**src/rtl/mips_pkg.sv**
```systemverilog
// Shared pipeline definitions: datapath constants, ALUOp encodings and the control bundle.
package mips_pkg;

   localparam int DW  = 32;
   localparam int RW  = 5;
   localparam int OPW = 5;

   typedef enum logic [OPW-1:0] {
      ALU_ADD  = 5'd0,
      ALU_SUB  = 5'd1,
      ALU_AND  = 5'd2,
      ALU_OR   = 5'd3,
      ALU_XOR  = 5'd4,
      ALU_NOR  = 5'd5,
      ALU_SLT  = 5'd6,
      ALU_SLTU = 5'd7,
      ALU_SLL  = 5'd8,
      ALU_SRL  = 5'd9,
      ALU_SRA  = 5'd10,
      ALU_LUI  = 5'd11
   } aluop_e;

   typedef struct packed {
      logic regwrite;
      logic memread;
      logic memwrite;
      logic memtoreg;
      logic branch;
   } ctrl_t;

endpackage

```
**src/rtl/fwd_mux.sv**
```systemverilog
// Operand forwarding select: EX/MEM beats MEM/WB, register 0 is never forwarded.
module fwd_mux #(
   parameter int DW = 32,
   parameter int RW = 5
) (
   input  logic          i_en,
   input  logic [RW-1:0] i_idx,
   input  logic [DW-1:0] i_stored,
   input  logic          i_s1_we,
   input  logic [RW-1:0] i_s1_rd,
   input  logic [DW-1:0] i_s1_data,
   input  logic          i_s2_we,
   input  logic [RW-1:0] i_s2_rd,
   input  logic [DW-1:0] i_s2_data,
   output logic [DW-1:0] o_data
);

   logic w_s1_hit;
   logic w_s2_hit;

   assign w_s1_hit = i_en & i_s1_we & (i_s1_rd != {RW{1'b0}}) & (i_s1_rd == i_idx);
   assign w_s2_hit = i_en & i_s2_we & (i_s2_rd != {RW{1'b0}}) & (i_s2_rd == i_idx);

   // Priority select of the freshest producer
   always_comb begin
      o_data = i_stored;
      if (w_s1_hit) begin
         o_data = i_s1_data;
      end else if (w_s2_hit) begin
         o_data = i_s2_data;
      end else begin
         o_data = i_stored;
      end
   end

endmodule

```
**src/rtl/id_ex_stage.sv**
```systemverilog
// ID/EX pipeline register feeding the ALU, with load-use stall and operand forwarding.
// Build option: FORWARD_EN enables forwarding; without it every pending writer stalls decode.
module id_ex_stage #(
   parameter int DW  = 32,
   parameter int RW  = 5,
   parameter int OPW = 5
) (
   input  logic           clk,
   input  logic           rst,
   input  logic           id_valid,
   output logic           id_ready,
   input  logic [DW-1:0]  id_pc,
   input  logic [RW-1:0]  id_rs,
   input  logic [RW-1:0]  id_rt,
   input  logic [RW-1:0]  id_rd,
   input  logic [DW-1:0]  id_rs_data,
   input  logic [DW-1:0]  id_rt_data,
   input  logic [DW-1:0]  id_imm,
   input  logic [4:0]     id_shamt,
   input  logic [OPW-1:0] id_aluop,
   input  logic           id_alusrc,
   input  logic           id_regwrite,
   input  logic           id_memread,
   input  logic           id_memwrite,
   input  logic           id_memtoreg,
   input  logic           id_branch,
   input  logic           flush,
   input  logic           ex_ready,
   input  logic           exmem_regwrite,
   input  logic [RW-1:0]  exmem_rd,
   input  logic [DW-1:0]  exmem_result,
   input  logic           memwb_regwrite,
   input  logic [RW-1:0]  memwb_rd,
   input  logic [DW-1:0]  memwb_result,
   output logic           ex_valid,
   output logic [DW-1:0]  alu_in1,
   output logic [DW-1:0]  alu_in2,
   output logic [4:0]     alu_shamt,
   output logic [OPW-1:0] alu_op,
   output logic [DW-1:0]  ex_store_data,
   output logic [DW-1:0]  ex_pc,
   output logic [RW-1:0]  ex_rd,
   output logic           ex_regwrite,
   output logic           ex_memread,
   output logic           ex_memwrite,
   output logic           ex_memtoreg,
   output logic           ex_branch
);

   import mips_pkg::*;

`ifdef FORWARD_EN
   localparam logic FWD_ON = 1'b1;
`else
   localparam logic FWD_ON = 1'b0;
`endif

   logic           r_valid;
   ctrl_t          r_ctrl;
   logic [DW-1:0]  r_pc;
   logic [RW-1:0]  r_rs;
   logic [RW-1:0]  r_rt;
   logic [RW-1:0]  r_rd;
   logic [DW-1:0]  r_rs_data;
   logic [DW-1:0]  r_rt_data;
   logic [DW-1:0]  r_imm;
   logic [4:0]     r_shamt;
   logic [OPW-1:0] r_aluop;
   logic           r_alusrc;

   ctrl_t          w_id_ctrl;
   logic [DW-1:0]  w_rs_fwd;
   logic [DW-1:0]  w_rt_fwd;
   logic           w_hz;

   function automatic logic rd_hit(input logic we, input logic [RW-1:0] rd,
                                   input logic [RW-1:0] a, input logic [RW-1:0] b);
      return we & (rd != {RW{1'b0}}) & ((rd == a) | (rd == b));
   endfunction

   assign w_id_ctrl = '{id_regwrite, id_memread, id_memwrite, id_memtoreg, id_branch};

   fwd_mux #(.DW(DW), .RW(RW)) u_fwd_rs (
      .i_en(FWD_ON), .i_idx(r_rs), .i_stored(r_rs_data),
      .i_s1_we(exmem_regwrite), .i_s1_rd(exmem_rd), .i_s1_data(exmem_result),
      .i_s2_we(memwb_regwrite), .i_s2_rd(memwb_rd), .i_s2_data(memwb_result),
      .o_data(w_rs_fwd)
   );

   fwd_mux #(.DW(DW), .RW(RW)) u_fwd_rt (
      .i_en(FWD_ON), .i_idx(r_rt), .i_stored(r_rt_data),
      .i_s1_we(exmem_regwrite), .i_s1_rd(exmem_rd), .i_s1_data(exmem_result),
      .i_s2_we(memwb_regwrite), .i_s2_rd(memwb_rd), .i_s2_data(memwb_result),
      .o_data(w_rt_fwd)
   );

   // Stall detection; without forwarding any in-flight writer of a source blocks decode
   always_comb begin
      w_hz = rd_hit(r_valid & r_ctrl.memread, r_rd, id_rs, id_rt);
`ifndef FORWARD_EN
      w_hz = w_hz
           | rd_hit(r_valid & r_ctrl.regwrite, r_rd, id_rs, id_rt)
           | rd_hit(exmem_regwrite, exmem_rd, id_rs, id_rt)
           | rd_hit(memwb_regwrite, memwb_rd, id_rs, id_rt);
`endif
   end

   assign id_ready = ex_ready & ~w_hz;

   // Stage register: reset, flush, bubble, load, or hold with operand refresh
   always_ff @(posedge clk) begin
      if (rst) begin
         r_valid   <= 1'b0;
         r_ctrl    <= '0;
         r_pc      <= {DW{1'b0}};
         r_rs      <= {RW{1'b0}};
         r_rt      <= {RW{1'b0}};
         r_rd      <= {RW{1'b0}};
         r_rs_data <= {DW{1'b0}};
         r_rt_data <= {DW{1'b0}};
         r_imm     <= {DW{1'b0}};
         r_shamt   <= 5'd0;
         r_aluop   <= {OPW{1'b0}};
         r_alusrc  <= 1'b0;
      end else if (flush) begin
         r_valid <= 1'b0;
      end else if (ex_ready) begin
         if (w_hz) begin
            r_valid <= 1'b0;
         end else begin
            r_valid   <= id_valid;
            r_ctrl    <= w_id_ctrl;
            r_pc      <= id_pc;
            r_rs      <= id_rs;
            r_rt      <= id_rt;
            r_rd      <= id_rd;
            r_rs_data <= id_rs_data;
            r_rt_data <= id_rt_data;
            r_imm     <= id_imm;
            r_shamt   <= id_shamt;
            r_aluop   <= id_aluop;
            r_alusrc  <= id_alusrc;
         end
      end else begin
         // Capture forwarded values so operands survive their producers retiring
         r_rs_data <= w_rs_fwd;
         r_rt_data <= w_rt_fwd;
      end
   end

   assign ex_valid      = r_valid;
   assign alu_in1       = w_rs_fwd;
   assign alu_in2       = r_alusrc ? r_imm : w_rt_fwd;
   assign ex_store_data = w_rt_fwd;
   assign alu_shamt     = r_shamt;
   assign alu_op        = r_aluop;
   assign ex_pc         = r_pc;
   assign ex_rd         = r_rd;
   assign ex_regwrite   = r_valid & r_ctrl.regwrite;
   assign ex_memread    = r_valid & r_ctrl.memread;
   assign ex_memwrite   = r_valid & r_ctrl.memwrite;
   assign ex_memtoreg   = r_valid & r_ctrl.memtoreg;
   assign ex_branch     = r_valid & r_ctrl.branch;

endmodule

```
**config.mk**
```make
export PLATFORM = sky130hd
export DESIGN_NAME = id_ex_stage
export DESIGN_NICKNAME = d
export VERILOG_FILES = /design/src/rtl/mips_pkg.sv /design/src/rtl/fwd_mux.sv /design/src/rtl/id_ex_stage.sv
export SDC_FILE = /design/constraint.sdc
export NUM_CORES = 1
export LEC_CHECK = 0
export ABC_AREA = 0
export BUFFER_PORTS_ARGS = -buffer_cell sky130_fd_sc_hd__buf_2
export CAP_MARGIN = 5
export CORE_AREA = 3 3 151 153
export CTS_BUF_LIST = sky130_fd_sc_hd__clkbuf_2 sky130_fd_sc_hd__clkbuf_4 sky130_fd_sc_hd__clkbuf_8
export DETAILED_ROUTE_END_ITERATION = 10
export DIE_AREA = 0 0 154 156
export HOLD_SLACK_MARGIN = 0.1
export PLACE_DENSITY_LB_ADDON = 0.05
export SLEW_MARGIN = 20
export SYNTH_ARGS = -nofsm -noshare
export SYNTH_HDL_FRONTEND = slang
export SYNTH_SLANG_ARGS = --single-unit
```
**constraint.sdc**
```tcl
create_clock -name clk -period 2.3 [get_ports clk]
set_input_delay 0.115 -clock clk [delete_from_list [all_inputs] [get_ports clk]]
set_output_delay 0.115 -clock clk [all_outputs]
set_load 0.02 [all_outputs]
```
==> results of run 1 <==
path summary, 6_finish.rpt:
kind                  from       endpoint  slack, ns  depth (start not counted)
setup / recovery  ex_rd[2]  r_rt_data[10]       0.03                          8
hold / removal         rst       ex_valid       0.23                          3
setup reg to reg  ex_rd[2]  r_rt_data[10]       0.03                          8
hold reg to reg   r_imm[7]       r_imm[7]       0.47                          2
state kept, by name, summed over array words and instances, names as in the netlist, 5 cells and up:
name / cells
ex_rd: 5
r_imm: 32
alu_shamt: 5
r_ctrl: 5
alu_op: 5
ex_pc: 32
r_rt_data: 32
r_rs_data: 32
synth_stat cells (all sizes together) (2+ instances only):
master  number  area share (%)
nor3         6            0.40
buf         17             2.9
or4          3            0.30
mux2        32             4.8
nand3        2            0.13
nor4b        2            0.32
mux2i      149              20
o21ai        2            0.13
a22oi        2            0.20
dfxtp      150              40
xor2        26             3.0
xnor2        4            0.46
nor2         5            0.25
nand2b     298              25
clkbuf      37             1.8
and2         5            0.42
worst reg2reg max path, stage by stage (launching register included):
cell       delay [ns]
dfxtp_2          0.33
or4_4            0.54
o221ai_4         0.17
o22ai_4          0.12
nor4b_4          0.37
buf_6            0.17
buf_8            0.14
clkbuf_16        0.18
mux2i_1          0.19
cell families after synthesis:
kind of cell / after synthesis / share of synthesized area, %
simple gates: 322 / 26.6
mux: 181 / 24.6
flops: 150 / 39.8
buf+inv: 54 / 4.73
xor+xnor: 30 / 3.49
compound gates: 8 / 0.714
area by class of cell:
type	instances	area [sq um]
fillers	2022	9950
multi-input cells	541	4240
repair buffers	516	3720
flip-flops and latches	150	3010
well taps	280	350
clock buffers	17	234
clock inverters	12	180
diodes	1	2.50
metal layers:
| metal | share of wire [%] | track usage, % |
|---|---|---|
| met3 | 6.6 | 5.33 |
| met2 | 49 | 31.0 |
| met5 | 0 | 0 |
| met1 | 43 | 21.3 |
| met4 | 1.4 | 4.79 |
timing repair:
item,in CTS,in global routing
gates resized for setup,1,25
endpoints found under the setup margin,2,137
gates cloned,0,7
hold buffers,153,0
buffers inserted,0,7
pin swaps,0,4
hold endpoints to repair,150,0
power breakdown:
part / switching [mW] / total, mW / leakage, nW / internal [mW]
clock network: 1.04 / 2.21 / 0.204 / 1.17
logic: 0.677 / 1.46 / 3.90 / 0.780
registers: 0.0913 / 2.84 / 1.23 / 2.74
total: 1.81 / 6.50 / 5.33 / 4.69
through the flow:
stage               hold slack (ns)  setup TNS [ns]  util [%]  instances
floorplan                     0.261               0         -        745
global placement              0.354               0      43.6       1320
detailed placement            0.348               0      43.6       1320
CTS                           0.186               0      52.6       1502
global route                  0.249           -6.20      54.1       1517
finish                        0.228               0      54.1       1517
==> results.txt, run 1 <==
1st-iter DRT viols - 232
CP Max Fanout - 8
chip width - 154 microns
Max transition margin - 71.6%
FF+latch count, synth - 150
P per Cell Area - 554 nW/um^2
count of final setup violators - 0
later-pin clock latency in the skew report - 0.44 ns
CP max stage delay - 0.54 ns
Setup WS pre-CTS - 0.0335 ns
initial antenna violation count - 1
Row Count - 54
CTS Buf Count - 17
CTS Sinks - 150
Max Clk Rate - 440 MHz
CTS max path bufs - 2
Worst path slowest cell - or4_4
Final ANT Viol Nets - 0
critical path startpoint category - flip-flop
Total Power - 6.50 mW
Area after DPL - 9470 sq um
Warnings, synthesis - 0
Layout area overhead - 55.7%
num ports - 390
area of the core - 21700 sq um
Syn Std Cell Area - 7540 sq um
Hold Crit Class - input pin to flip-flop
Syn Nets - 985
final net count - 1466
max-slew violations - 0
most frequent cells in the layout - buf_2 (324), nand2b_1 (298), dlygate4sd3_1 (153), dfxtp_1 (147), mux2i_1 (146)
worst endpoint data arrival time - 2.64 ns
worst path cell trace - or4_4 > o221ai_4 > o22ai_4 > nor4b_4 > buf_6 > buf_8 > clkbuf_16 > mux2i_1
routed len/inst - 15.1 microns
Max Cap Violations - 0
largest net degree at the start of global routing - 80
Overflow after GRT - 0
H-tree lvl count - 4
commonest non-fill, non-tap cell in the layout - buf_2
clock skew - 0.0151 ns
Worst Path Required - 2.66 ns
Post-Syn Instances - 745
unrepaired setup endpoints after global routing - yes
actual slew at the worst max-slew pin - 0.426 ns
CTS tree - yes
first-pass detailed-route iteration total - 4
post-synthesis sequential area ratio - 39.8%
fin crit period - 2.27 ns
final WL - 22900 microns
Post-DP HPWL - 15500 microns
initial core utilization - 34.7%
vias - 6621
fin crit share - 98.9%
final worst slack - 0.0261 ns
CP endpoint kind - flip-flop
root buf cell - clkbuf_8
die area - 24000 sq um
outcome - finished clean
final instance area - 11700 sq um
clock-pin slew on the worst setup and hold paths - 0.08 ns
WS Path Type - flip-flop to flip-flop
DRC - 0
number of vias per cell - 4.36
Main synth FF type - dfxtp_1
Fin. Hold Viols - 0
vias in the first global route - 6756
delay-heaviest family, CP - simple AND/OR/NAND/NOR gates
Final GP Congestion - 0.829
first-pass GRT wire length - 35100 microns
I/O Buffers - 325
leakage - 5.33 nW
ratio of cells with drive above 1 in the final layout - 35.3%
GRT Overall Usage - 17.7%
Buf/Inv on CP - 3
syn_area_per_cell - 10.1 sq um
maximum VDD drop - 0.392 mV
unique cell type count in the Yosys netlist - 24
Synth async-reset ratio - 0%
Chip Height - 156 microns
Post-synth EDFFs - 0
Note: power is estimated with default switching activity, not from simulation.
==> run 2: changes to the inputs <==
--- a/config.mk
+++ b/config.mk
@@ -6,12 +6,12 @@
 export NUM_CORES = 1
 export LEC_CHECK = 0
 export ABC_AREA = 0
-export BUFFER_PORTS_ARGS = -buffer_cell sky130_fd_sc_hd__buf_2
 export CAP_MARGIN = 5
-export CORE_AREA = 3 3 151 153
+export CORE_AREA = 3 3 152 154
 export CTS_BUF_LIST = sky130_fd_sc_hd__clkbuf_2 sky130_fd_sc_hd__clkbuf_4 sky130_fd_sc_hd__clkbuf_8
 export DETAILED_ROUTE_END_ITERATION = 10
-export DIE_AREA = 0 0 154 156
+export DIE_AREA = 0 0 155 157
+export DONT_BUFFER_PORTS = 1
 export HOLD_SLACK_MARGIN = 0.1
 export PLACE_DENSITY_LB_ADDON = 0.05
 export SLEW_MARGIN = 20
==> run 2 against run 1 <==
Against the previous run: the run now fails in clock tree synthesis; synthesized area did not move; synthesized cell count unchanged.
==> results.txt, run 2 <==
outcome - aborted with a tool error
Stopped at - clock tree synthesis
Run Error - [ERROR RSZ-0060] Max buffer count reached.
unique cell type count in the Yosys netlist - 24 (unchanged)
I/O Buffers - 0 (-100%)
Post-synth EDFFs - 0 (unchanged)
Syn Nets - 985 (unchanged)
CTS Buf Count - 17 (unchanged)
most common cell in the netlist - nand2b_1
Post-Syn Instances - 745 (unchanged)
post-synthesis sequential area ratio - 39.8% (unchanged)
Yosys top cell by area - dfxtp_1
Warnings, synthesis - 0 (unchanged)
syn_area_per_cell - 10.1 sq um (unchanged)
chip width - 155 microns (+0.65%)
CTS max path bufs - 2 (unchanged)
FF+latch count, synth - 150 (unchanged)
Post-DP HPWL - 14000 microns (-9.4%)
H-tree lvl count - 4 (unchanged)
post_cts resized - 9 (+8)
Chip Height - 157 microns (+0.64%)
CTS Hold Bufs - 208 (+36%)
CTS Sinks - 150 (unchanged)
initial core utilization - 34.5% (-0.22 points)
Final GP Congestion - 0.873 (+5.3%)
root buf cell - clkbuf_8
Synth async-reset ratio - 0% (unchanged)
Syn Std Cell Area - 7540 sq um (unchanged)
Main synth FF type - dfxtp_1
placed cell count - 995 (-25%)
Row Count - 54 (unchanged)
top post-synthesis cells by count - nand2b_1 (298), dfxtp_1 (150), mux2i_1 (149), clkbuf_1 (37), mux2_2 (32)
setup repair bufs after CTS - 3 (+3)
num ports - 390 (unchanged)
top cells by area, synth - dfxtp_1 (40%), nand2b_1 (25%), mux2i_1 (20%)
post-synth top area share - 39.8% (unchanged)
-- run 2: cell counts after synthesis --
No cell type changed its count.
-- run 2: kinds of logic after synthesis --
family	after synthesis	share of synthesized area [%]
AND/OR/NAND/NOR	322	26.6
multiplexers	181	24.6
flip-flops	150	39.8
buffers and inverters	54	4.73
XOR/XNOR	30	3.49
AO/OA/AOI/OAI	8	0.714
-- run 2: through the flow --
step / cell area (sq um) / setup slack, ns / TNS (ns) / hold slack, ns
3_5_place_dp: 7810 / -0.119 / -5.84 / 0.272
3_3_place_gp: 7810 / -0.0706 / -4.11 / 0.273
2_1_floorplan: 7540 / 0.125 / 0 / 0.261
==> run 3: changes to the inputs <==
--- a/config.mk
+++ b/config.mk
@@ -7,13 +7,11 @@
 export LEC_CHECK = 0
 export ABC_AREA = 0
 export CAP_MARGIN = 5
-export CORE_AREA = 3 3 152 154
-export CTS_BUF_LIST = sky130_fd_sc_hd__clkbuf_2 sky130_fd_sc_hd__clkbuf_4 sky130_fd_sc_hd__clkbuf_8
+export CORE_AREA = 3 3 150 152
 export DETAILED_ROUTE_END_ITERATION = 10
-export DIE_AREA = 0 0 155 157
+export DIE_AREA = 0 0 153 155
 export DONT_BUFFER_PORTS = 1
-export HOLD_SLACK_MARGIN = 0.1
-export PLACE_DENSITY_LB_ADDON = 0.05
+export PLACE_DENSITY_LB_ADDON = 0.15
 export SLEW_MARGIN = 20
 export SYNTH_ARGS = -nofsm -noshare
 export SYNTH_HDL_FRONTEND = slang
==> run 3 against run 2 <==
Against the previous run: the run again fails in clock tree synthesis; synthesized area did not move; synthesized cell count did not move.
==> results.txt, run 3 <==
outcome - aborted with a tool error
Stopped at - clock tree synthesis
Run Error - [ERROR RSZ-0060] Max buffer count reached.
Syn Std Cell Area - 7540 sq um (unchanged)
I/O Buffers - 0 (unchanged)
H-tree lvl count - 4 (unchanged)
post-synthesis sequential area ratio - 39.8% (unchanged)
syn_area_per_cell - 10.1 sq um (unchanged)
post_cts resized - 0 (-9)
Row Count - 53 (-1.9%)
num ports - 390 (unchanged)
Main synth FF type - dfxtp_1
Chip Height - 155 microns (-1.3%)
Warnings, synthesis - 0 (unchanged)
Post-DP HPWL - 14200 microns (+0.99%)
chip width - 153 microns (-1.3%)
CTS max path bufs - 2 (unchanged)
setup repair bufs after CTS - 0 (-3)
CTS Hold Bufs - 205 (-1.4%)
post-synth top area share - 39.8% (unchanged)
most common cell in the netlist - nand2b_1
initial core utilization - 35.6% (+1.1 points)
top post-synthesis cells by count - nand2b_1 (298), dfxtp_1 (150), mux2i_1 (149), clkbuf_1 (37), mux2_2 (32)
Post-Syn Instances - 745 (unchanged)
Post-synth EDFFs - 0 (unchanged)
Yosys top cell by area - dfxtp_1
unique cell type count in the Yosys netlist - 24 (unchanged)
root buf cell - clkbuf_16
Final GP Congestion - 0.859 (-1.6%)
CTS Buf Count - 17 (unchanged)
Syn Nets - 985 (unchanged)
Synth async-reset ratio - 0% (unchanged)
FF+latch count, synth - 150 (unchanged)
top cells by area, synth - dfxtp_1 (40%), nand2b_1 (25%), mux2i_1 (20%)
CTS Sinks - 150 (unchanged)
==> run 3: cell families after synthesis <==
family	Yosys count	synth area share, %
buffers and inverters	54	4.73
flip-flops	150	39.8
XOR/XNOR	30	3.49
multiplexers	181	24.6
AND/OR/NAND/NOR	322	26.6
AO/OA/AOI/OAI	8	0.714
==> run 3: stage by stage <==
step	worst slack, ns	setup TNS (ns)	utilization (%)	instance area [sq um]	instances
floorplan	0.125	0	-	7540	745
global placement	0.0381	0	36.9	7800	991
detailed placement	-0.0215	-0.0215	36.9	7800	991
